--- config.mk ---
export PLATFORM = sky130hd
export DESIGN_NAME = button_event_arbiter
export DESIGN_NICKNAME = d
export VERILOG_FILES = /design/src/rtl/button_event_arbiter.sv
export SDC_FILE = /design/constraint.sdc
export NUM_CORES = 1
export LEC_CHECK = 0
export CORE_ASPECT_RATIO = 1.5
export CORE_MARGIN = 4
export CORE_UTILIZATION = 35
export DETAILED_ROUTE_END_ITERATION = 10
export PLACE_DENSITY = 0.52
export REMOVE_ABC_BUFFERS = 1
export SYNTH_ARGS = -nofsm -noshare
export SYNTH_HDL_FRONTEND = slang
export SYNTH_SLANG_ARGS = --single-unit
export TNS_END_PERCENT = 50
--- constraint.sdc ---
create_clock -name clock -period 1.55 [get_ports clock]
set_input_delay 0.31 -clock clock [delete_from_list [all_inputs] [get_ports clock]]
set_output_delay 0.31 -clock clock [all_outputs]
set_load 0.01 [all_outputs]
--- src/rtl/button_event_arbiter.sv ---
// button_event_arbiter
//
// Collects press events (and optionally long-press events) from a bank of
// debounced buttons. Each event is held in a per-button flag until a
// round-robin arbiter hands it to a single valid/ready event port. Also
// generates the shared tick pulse that the upstream debouncers use.
//
// Handshake: evt_valid rises with evt_id/evt_long stable. All three stay
// unchanged until a clock edge where evt_valid && evt_ready, which completes
// the transfer. evt_ready is ignored while evt_valid is low.
//
// Optional feature: define BUTTON_LONG_PRESS_EN to enable long-press
// detection with per-button hold counters. Without it, evt_long is tied to 0.
//
// Ports:
//   clock      system clock, all logic on posedge
//   reset      asynchronous, active-high
//   btn_db     debounced button levels, 1 = pressed
//   evt_ready  consumer accepts the presented event
//   ovf_clr    synchronous clear of the sticky overflow flag
//   tick       one-clock pulse every 2^TICK_BITS clocks
//   evt_valid  event present
//   evt_id     index of the button that caused the event
//   evt_long   1 = long-press event, 0 = press event
//   pending    per-button OR of the queued press/long flags
//   overflow   sticky flag, set when an event is lost
module button_event_arbiter #(
    parameter int NUM_BTN    = 4,
    parameter int TICK_BITS  = 19,
    parameter int LONG_TICKS = 100
) (
    input  logic               clock,
    input  logic               reset,
    input  logic [NUM_BTN-1:0] btn_db,
    input  logic               evt_ready,
    input  logic               ovf_clr,
    output logic               tick,
    output logic               evt_valid,
    output logic [2:0]         evt_id,
    output logic               evt_long,
    output logic [NUM_BTN-1:0] pending,
    output logic               overflow
);

    typedef enum logic {
        IDLE  = 1'b0,
        VALID = 1'b1
    } state_t;

    state_t state, state_next;

    // Shared tick prescaler
    logic [TICK_BITS-1:0] presc;

    always_ff @(posedge clock or posedge reset) begin
        if (reset) presc <= '0;
        else       presc <= presc + 1'b1;
    end

    assign tick = &presc;

    // Edge detection. On the first clock after reset both registers load
    // from btn_db, so a button already held at reset release gives no edge.
    logic               edge_armed;
    logic [NUM_BTN-1:0] btn_q, btn_prev, rise;

    always_ff @(posedge clock or posedge reset) begin
        if (reset) begin
            edge_armed <= 1'b0;
            btn_q      <= '0;
            btn_prev   <= '0;
        end else begin
            edge_armed <= 1'b1;
            btn_q      <= btn_db;
            btn_prev   <= edge_armed ? btn_q : btn_db;
        end
    end

    assign rise = btn_q & ~btn_prev;

    // Event flags and arbitration signals
    logic [NUM_BTN-1:0] press_flag, req, grant_onehot, clr_press;
    logic [2:0]         last_grant, rr_idx;
    logic               rr_found, grant_en, grant_long, sel_press, ovf_set;

`ifdef BUTTON_LONG_PRESS_EN
    logic [7:0]         hold_cnt [NUM_BTN];
    logic [NUM_BTN-1:0] long_flag, long_hit, clr_long;
    logic               evt_long_q;

    // Hold counters: cleared while released, count ticks while held and
    // stop at LONG_TICKS so only one long event is raised per hold.
    always_ff @(posedge clock or posedge reset) begin
        if (reset) begin
            for (int i = 0; i < NUM_BTN; i++) hold_cnt[i] <= '0;
        end else begin
            for (int i = 0; i < NUM_BTN; i++) begin
                if (!btn_q[i])
                    hold_cnt[i] <= '0;
                else if (tick && hold_cnt[i] != 8'(LONG_TICKS))
                    hold_cnt[i] <= hold_cnt[i] + 8'd1;
            end
        end
    end

    always_comb begin
        long_hit = '0;
        for (int i = 0; i < NUM_BTN; i++)
            long_hit[i] = btn_q[i] && tick && (hold_cnt[i] == 8'(LONG_TICKS - 1));
    end

    always_ff @(posedge clock or posedge reset) begin
        if (reset) long_flag <= '0;
        else       long_flag <= (long_flag & ~clr_long) | long_hit;
    end

    assign req       = press_flag | long_flag;
    // Press is reported first; a long-only request is reported as long.
    assign grant_long = ~sel_press;
    assign clr_long  = (grant_en && grant_long) ? grant_onehot : '0;
    // A new event is lost only when its flag is set and not being granted.
    assign ovf_set   = |(rise & press_flag & ~clr_press) |
                       |(long_hit & long_flag & ~clr_long);
    assign evt_long  = evt_long_q;
`else
    assign req        = press_flag;
    assign grant_long = 1'b0;
    assign ovf_set    = |(rise & press_flag & ~clr_press);
    assign evt_long   = 1'b0;
`endif

    // Round-robin pick: first request above last_grant, else wrap to the
    // lowest request.
    always_comb begin
        rr_found = 1'b0;
        rr_idx   = '0;
        for (int i = 0; i < NUM_BTN; i++) begin
            if (!rr_found && req[i] && 3'(i) > last_grant) begin
                rr_found = 1'b1;
                rr_idx   = 3'(i);
            end
        end
        for (int i = 0; i < NUM_BTN; i++) begin
            if (!rr_found && req[i]) begin
                rr_found = 1'b1;
                rr_idx   = 3'(i);
            end
        end
    end

    always_comb begin
        grant_onehot = '0;
        for (int i = 0; i < NUM_BTN; i++)
            grant_onehot[i] = rr_found && (rr_idx == 3'(i));
    end

    assign sel_press = |(press_flag & grant_onehot);
    assign clr_press = (grant_en && !grant_long) ? grant_onehot : '0;

    // FSM
    always_ff @(posedge clock or posedge reset) begin
        if (reset) state <= IDLE;
        else       state <= state_next;
    end

    always_comb begin
        state_next = state;
        grant_en   = 1'b0;
        case (state)
            IDLE: begin
                if (rr_found) begin
                    grant_en   = 1'b1;
                    state_next = VALID;
                end
            end
            VALID: begin
                if (evt_ready) state_next = IDLE;
            end
            default: state_next = IDLE;
        endcase
    end

    assign evt_valid = (state == VALID);

    // Event registers and flag state. A rise coinciding with a grant of
    // the same flag re-sets it, so the new press is queued, not lost.
    always_ff @(posedge clock or posedge reset) begin
        if (reset) begin
            press_flag <= '0;
            overflow   <= 1'b0;
            evt_id     <= '0;
            last_grant <= 3'(NUM_BTN - 1);
`ifdef BUTTON_LONG_PRESS_EN
            evt_long_q <= 1'b0;
`endif
        end else begin
            press_flag <= (press_flag & ~clr_press) | rise;
            if (ovf_set)      overflow <= 1'b1;
            else if (ovf_clr) overflow <= 1'b0;
            if (grant_en) begin
                evt_id     <= rr_idx;
                last_grant <= rr_idx;
`ifdef BUTTON_LONG_PRESS_EN
                evt_long_q <= grant_long;
`endif
            end
        end
    end

    assign pending = req;

endmodule

After elaboration in Yosys (flattened, before gate mapping)
Cells that the tools add are included.
- $add $sub $neg: 1
- reduce and logical (&&, ||, !) cells: 26
- equal/unequal tests: 3
- multiplexer cells: 23
- order comparisons: 4
- bitwise gates (word level): 8
- operators by type and width (kind ; count):
    $add 19x1->19 const B ; 1
    $reduce_and 19->1 ; 1
    $mux 3 ; 6
    $and 4x4->4 ; 4
    $logic_and 1x1->1 ; 15
    $mux 1 ; 14
    $mux 4 ; 2
    $not 4->4 ; 2
    $logic_not 1->1 ; 7
    $eq 3x2->1 const B ; 2
    $gt 1x3->1 const A ; 2
    $gt 2x3->1 const A ; 2
    $or 4x4->4 ; 1
    $reduce_or 4->1 ; 1
    $eq 3x1->1 const B ; 1
    $logic_not 3->1 ; 1
    $pmux 1 s2 ; 1
    $reduce_bool 2->1 ; 1
    $not 1->1 ; 1
- output and inout port bits: 11
- input bits: 8
- word-level logic and storage cells: 74
- bits in registers: 40

Logic depth before layout (Yosys ltp)
- depth in word-level cells: 34
- depth in mapped cells: 6
- mapped depth without buffers: 5

Worst setup path after synthesis
OpenSTA, ideal clock, no wires.
- kind: reg2reg
- start: reg last_grant[1]
- end: reg overflow
- setup slack: -110 ps
- data required time: 1414 ps
- arrival: 1524 ps
- path buffers: 1
- cell stages (with the launch flop): 7
- setup time: 136 ps
- period minus slack after synthesis: 1660 ps
- path through: dfstp_2 buf_4 nand2_1 a31oi_1 or3b_4 o2111ai_1 nand4_1
- longest elaborated chain between the ends: 34
- elaborated cells between the ends (all ways): 53
- those cells by class: order compare: 4; eq/ne: 3; mux: 19; bitwise: 2; reduce/logical: 25
- ends and longest elaborated chain (what ; RTL line ; RTL):
    start: declaration ; 83 ; logic [2:0] last_grant, rr_idx;
    start signal: assignment ; 192 ; last_grant <= 3'(NUM_BTN - 1);
    start signal: assignment ; 202 ; last_grant <= rr_idx;
    $gt 1x3->1 ; 138 ; if (!rr_found && req[i] && 3'(i) > last_grant) begin
    $logic_and 1x1->1 ; 138 ;
    $mux 1 ; 138 ;
    $logic_not 1->1 ; 138 ;
    $logic_and 1x1->1 (2 in a row) ; 138 ;
    $mux 1 ; 138 ;
    $logic_not 1->1 ; 138 ;
    $logic_and 1x1->1 (2 in a row) ; 138 ;
    [16 not listed] ; -- ;
    $mux 3 or $mux 1 (tied branches) ; 144 ; if (!rr_found && req[i]) begin
    $eq 3x1->1 (tied with other cells) ; 154 ; grant_onehot[i] = rr_found && (rr_idx == 3'(i));
    $logic_and 1x1->1 or $mux 1 (tied branches) ; 154, 169 ;
    $mux 4 (*) ; 158 ; assign clr_press = (grant_en && !grant_long) ? grant_onehot : '0;
    $not 4->4 (*) ; 128 ; assign ovf_set = |(rise & press_flag & ~clr_press);
    $and 4x4->4 (*) ; 128 ;
    $reduce_or 4->1 (*) ; 128 ;
    $mux 1 or $reduce_bool 2->1 (tied branches) ; -- ;
    end signal: assignment ; 190 ; overflow <= 1'b0;
    end signal: assignment ; 198 ; if (ovf_set) overflow <= 1'b1;
    end signal: assignment ; 199 ; else if (ovf_clr) overflow <= 1'b0;
    end: declaration ; 42 ; output logic overflow
Every way passes the cells marked *; elsewhere a longest branch is shown, timed or not.
A chain may end at the register's enable or synchronous reset.

Worst setup path after layout
- start: reg presc[1]
- end: out tick
- longest elaborated chain between the ends: 1
- ends and longest elaborated chain (what ; RTL line ; RTL):
    start: declaration ; 53 ; logic [TICK_BITS-1:0] presc;
    start signal: assignment ; 57 ; else presc <= presc + 1'b1;
    $reduce_and 19->1 ; 60 ; assign tick = &presc;
    end: declaration ; 37 ; output logic tick,
No other way between the ends.

==> impl_metrics.yaml <==
sta:
  period_needed_ps: 1760
  setup_ws_ps: -208
  final_max_slew_viol_count: 0
  clock_skew_ps: 4.81
  post-route-period-util_pct: 113
  fin_hold_ws_ps: 366
  rsz0062_at_grt: "true"
  final-hold-violation-count: 0
  finalSetupViolations: 2
  fmax_mhz: 569
synth:
  synth-seq-cells: 38
  synth.largest_area_cell: "dfrtp_1"
  syn-cell-area_um2: 1630
  ys_warn_count: 0
  ys_seq_area_share_pct: 58.3
  syn_avg_cell_area_um2: 11.0
  yosys.area.top_type_share_pct: 55.1
  synthDistinctLibCells: 30
  ys_top_cells_by_area: "dfrtp_1 (55%), xnor2_1 (5.4%), xor2_1 (3.8%), o21ai_0 (3.7%), dfstp_2 (3.2%)"
  synthCells: 149
final_layout:
  finalNonFillerCells: 260
  syn2layout_area_growth_pct: 42.7
  design_area_um2: 2330
  drive_above_1_share_pct: 35.8
  fillCellCount: 423
  layout.nets: 220
  antenna_cells: 0
floorplanning:
  num_io_pins: 19
  core-area_um2: 4500
  fp.dieH_um: 91.7
  die_x_um: 63.8
  num_rows: 30
  start_util_pct: 36.3
  die_area_um2: 5850
cts:
  clk_pin_slew_ps: 70
  cts-htree-levels: 2
  cts_root_buffer: "clkbuf_8"
  clkSinkCount: 38
  clk_latency_ps: 280
  cts_buffers: 5
  cts_tree: "yes"
  clock_path_buffers: 2
pwr:
  netSwitchingFraction_pct: 30.9
  p_leak_uw: 0.00109
  p_int_uw: 2080
  powerDensity_nw_per_um2: 1290
  power.switching_uw: 928
  ir_drop_mv: 0.606
  clkPwrFrac_pct: 23.0
  seqPwrFrac_pct: 40.4
  power_frac_comb_pct: 36.6
route:
  drt_iter0_markers: 37
  drt-pass1-iter-count: 3
  wl_per_cell_um: 12.2
  route.detailed.drc: 0
  ant_nets: 0
  via_per_inst: 4.81
  num_vias: 1251
  routed_wl_mm: 3.17
grt:
  grt_pass1_wl_mm: 5.55
  grt.overflow.total: 0
  grt_max_degree: 39
  grt_use_total_pct: 11.9
  antenna_found_initial: 0
  grt_pass1_vias: 1296
status:
  failed_checks: "setup timing"
  run_status: "finished, violations left"
place:
  dp.cells: 246
  gp_congestion: 0.751
  port_buffers: 16
  place_hpwl_mm: 2.30
  postPlaceCellArea_um2: 2110
setup_path:
  r2r-end: "overflow"
  crit_path_start_kind: "flop"
  path_max_fanout: 2
  cp.required_ps: 1240
  rr_worst_depth: 5
  critPathKind: "flop to output port"
  cp.arrival_ps: 1450
  r2r-start: "last_grant[1]"
  ff2ff_setup_slack_ps: -110
  worstSetupEndpointType: "output port"
hold_path:
  worst_hold_path_type: "input pin to asynchronous set/reset pin"
run:
  max_cap_viol_count: 0
-- flip-flops by register name, summed over array words and instances, names as in the netlist --
name        flops
edge_armed      1
presc          19
pending         4
evt_id          2
btn_prev        4
overflow        1
last_grant      2
btn_q           4
evt_valid       1
-- per-stage QoR --
step / setup slack (ps) / utilization (%) / power [µW] / setup TNS (ps)
3_5_place_dp: -356 / 46.9 / 2120 / -574
2_1_floorplan: -90.0 / - / 1660 / -146
5_1_grt: -352 / 51.8 / 3180 / -723
3_3_place_gp: -345 / 46.9 / 2100 / -480
6_report: -208 / 51.8 / 3010 / -319
4_1_cts: -257 / 50.7 / 2920 / -600
-- per-layer routing --
metal  global-route usage [%]  share of wire, %  up-vias  routed length (µm)
met5                        0                 0        -                   0
met4                     5.41               1.7        0                  53
met3                     2.70               3.3        4                 105
met2                     20.2                51       17                1630
met1                     14.1                44      608                1380
li1                         -                 -      622                   -
-- area by class of cell --
| type | count | area, µm² | area share [%] |
|---|---|---|---|
| clock buffers | 7 | 86.3 | 3.70 |
| clock inverters | 1 | 5.00 | 0.215 |
| inverters | 14 | 52.6 | 2.25 |
| multi-input cells | 95 | 697 | 29.9 |
| flip-flops and latches | 38 | 953 | 40.9 |
| well taps | 48 | 60.1 | 2.58 |
| repair buffers | 57 | 478 | 20.5 |
-- logic make-up (layout without fill, tap and decap cells) --
kind of cell	count (synthesis)	after routing	share of synthesized area, %
other cells	2	3	0.460
buf+inv	17	79	4.59
flops	38	38	58.3
simple gates	43	43	13.6
fa+ha+maj	1	1	0.766
xor+xnor	17	17	9.11
mux	5	5	3.37
compound gates	26	26	9.80
-- synthesized netlist by cell type --
master,n
dfrtp_1,36
inv_1,14
o21ai_0,12
nor2_1,11
xnor2_1,10
nand2_1,9
nand3_1,8
xor2_1,7
a21oi_1,4
mux2_2,4
and3_1,3
buf_4,3
nand2b_1,3
nand4_1,3
o2111ai_1,3
conb_1,2
dfstp_2,2
nand3b_1,2
o211ai_1,2
a21boi_1,1
a31o_2,1
a31oi_1,1
and4_1,1
ha_1,1
mux2i_1,1
nor3_1,1
nor3_2,1
o21a_1,1
o22a_1,1
or3b_4,1
-- critical path: stages (launching register included) --
cell	delay, ps
dfrtp_1	350
ha_2	190
nand3_2	90
nor3_2	190
nand3_1	110
nor2_1	100
buf_2	140
-- power groups by stage --
stage	Clock [µW]	Combinational, µW	Sequential (µW)
3_5_place_dp	0	886	1240
6_report	693	1100	1210
4_1_cts	714	997	1210
2_1_floorplan	0	363	1300
3_3_place_gp	0	870	1230
5_1_grt	757	1190	1230
-- timing repair --
item,4_1_cts,5_1_grt
pin swaps,7,10
hold buffers,0,0
endpoints found under the setup margin,12,14
resized for setup,20,18
setup buffers,9,2
-- how the worst max path moves through the flow --
stage	startpoint	end	slack, ps
floorplan	presc[0]	tick	-90
global placement	presc[3]	tick	-350
detailed placement	presc[1]	tick	-360
CTS	presc[7]	tick	-260
global route	presc[1]	tick	-350
finish	presc[1]	tick	-210
-- cell usage in the layout (no fill, tap or decap), types with 2 or more instances in the layout --
cell type	instances
buf_4	38
nand2b_1	3
o21ai_0	4
nand3b_1	2
o21ai_1	5
nand3_2	2
xor2_1	7
mux2_2	4
nor3_2	2
dlygate4sd2_1	4
nor2_2	2
nor2_1	9
dfstp_2	2
conb_1	3
nand2_1	9
nand3_1	6
and3_1	2
o21ai_2	3
inv_1	13
o2111ai_2	2
clkbuf_8	6
a21oi_1	3
buf_6	2
nand4_1	3
dfrtp_1	36
xnor2_1	9
clkdlybuf4s50_1	11
o211ai_1	2
(Power assumes the default switching activity.)
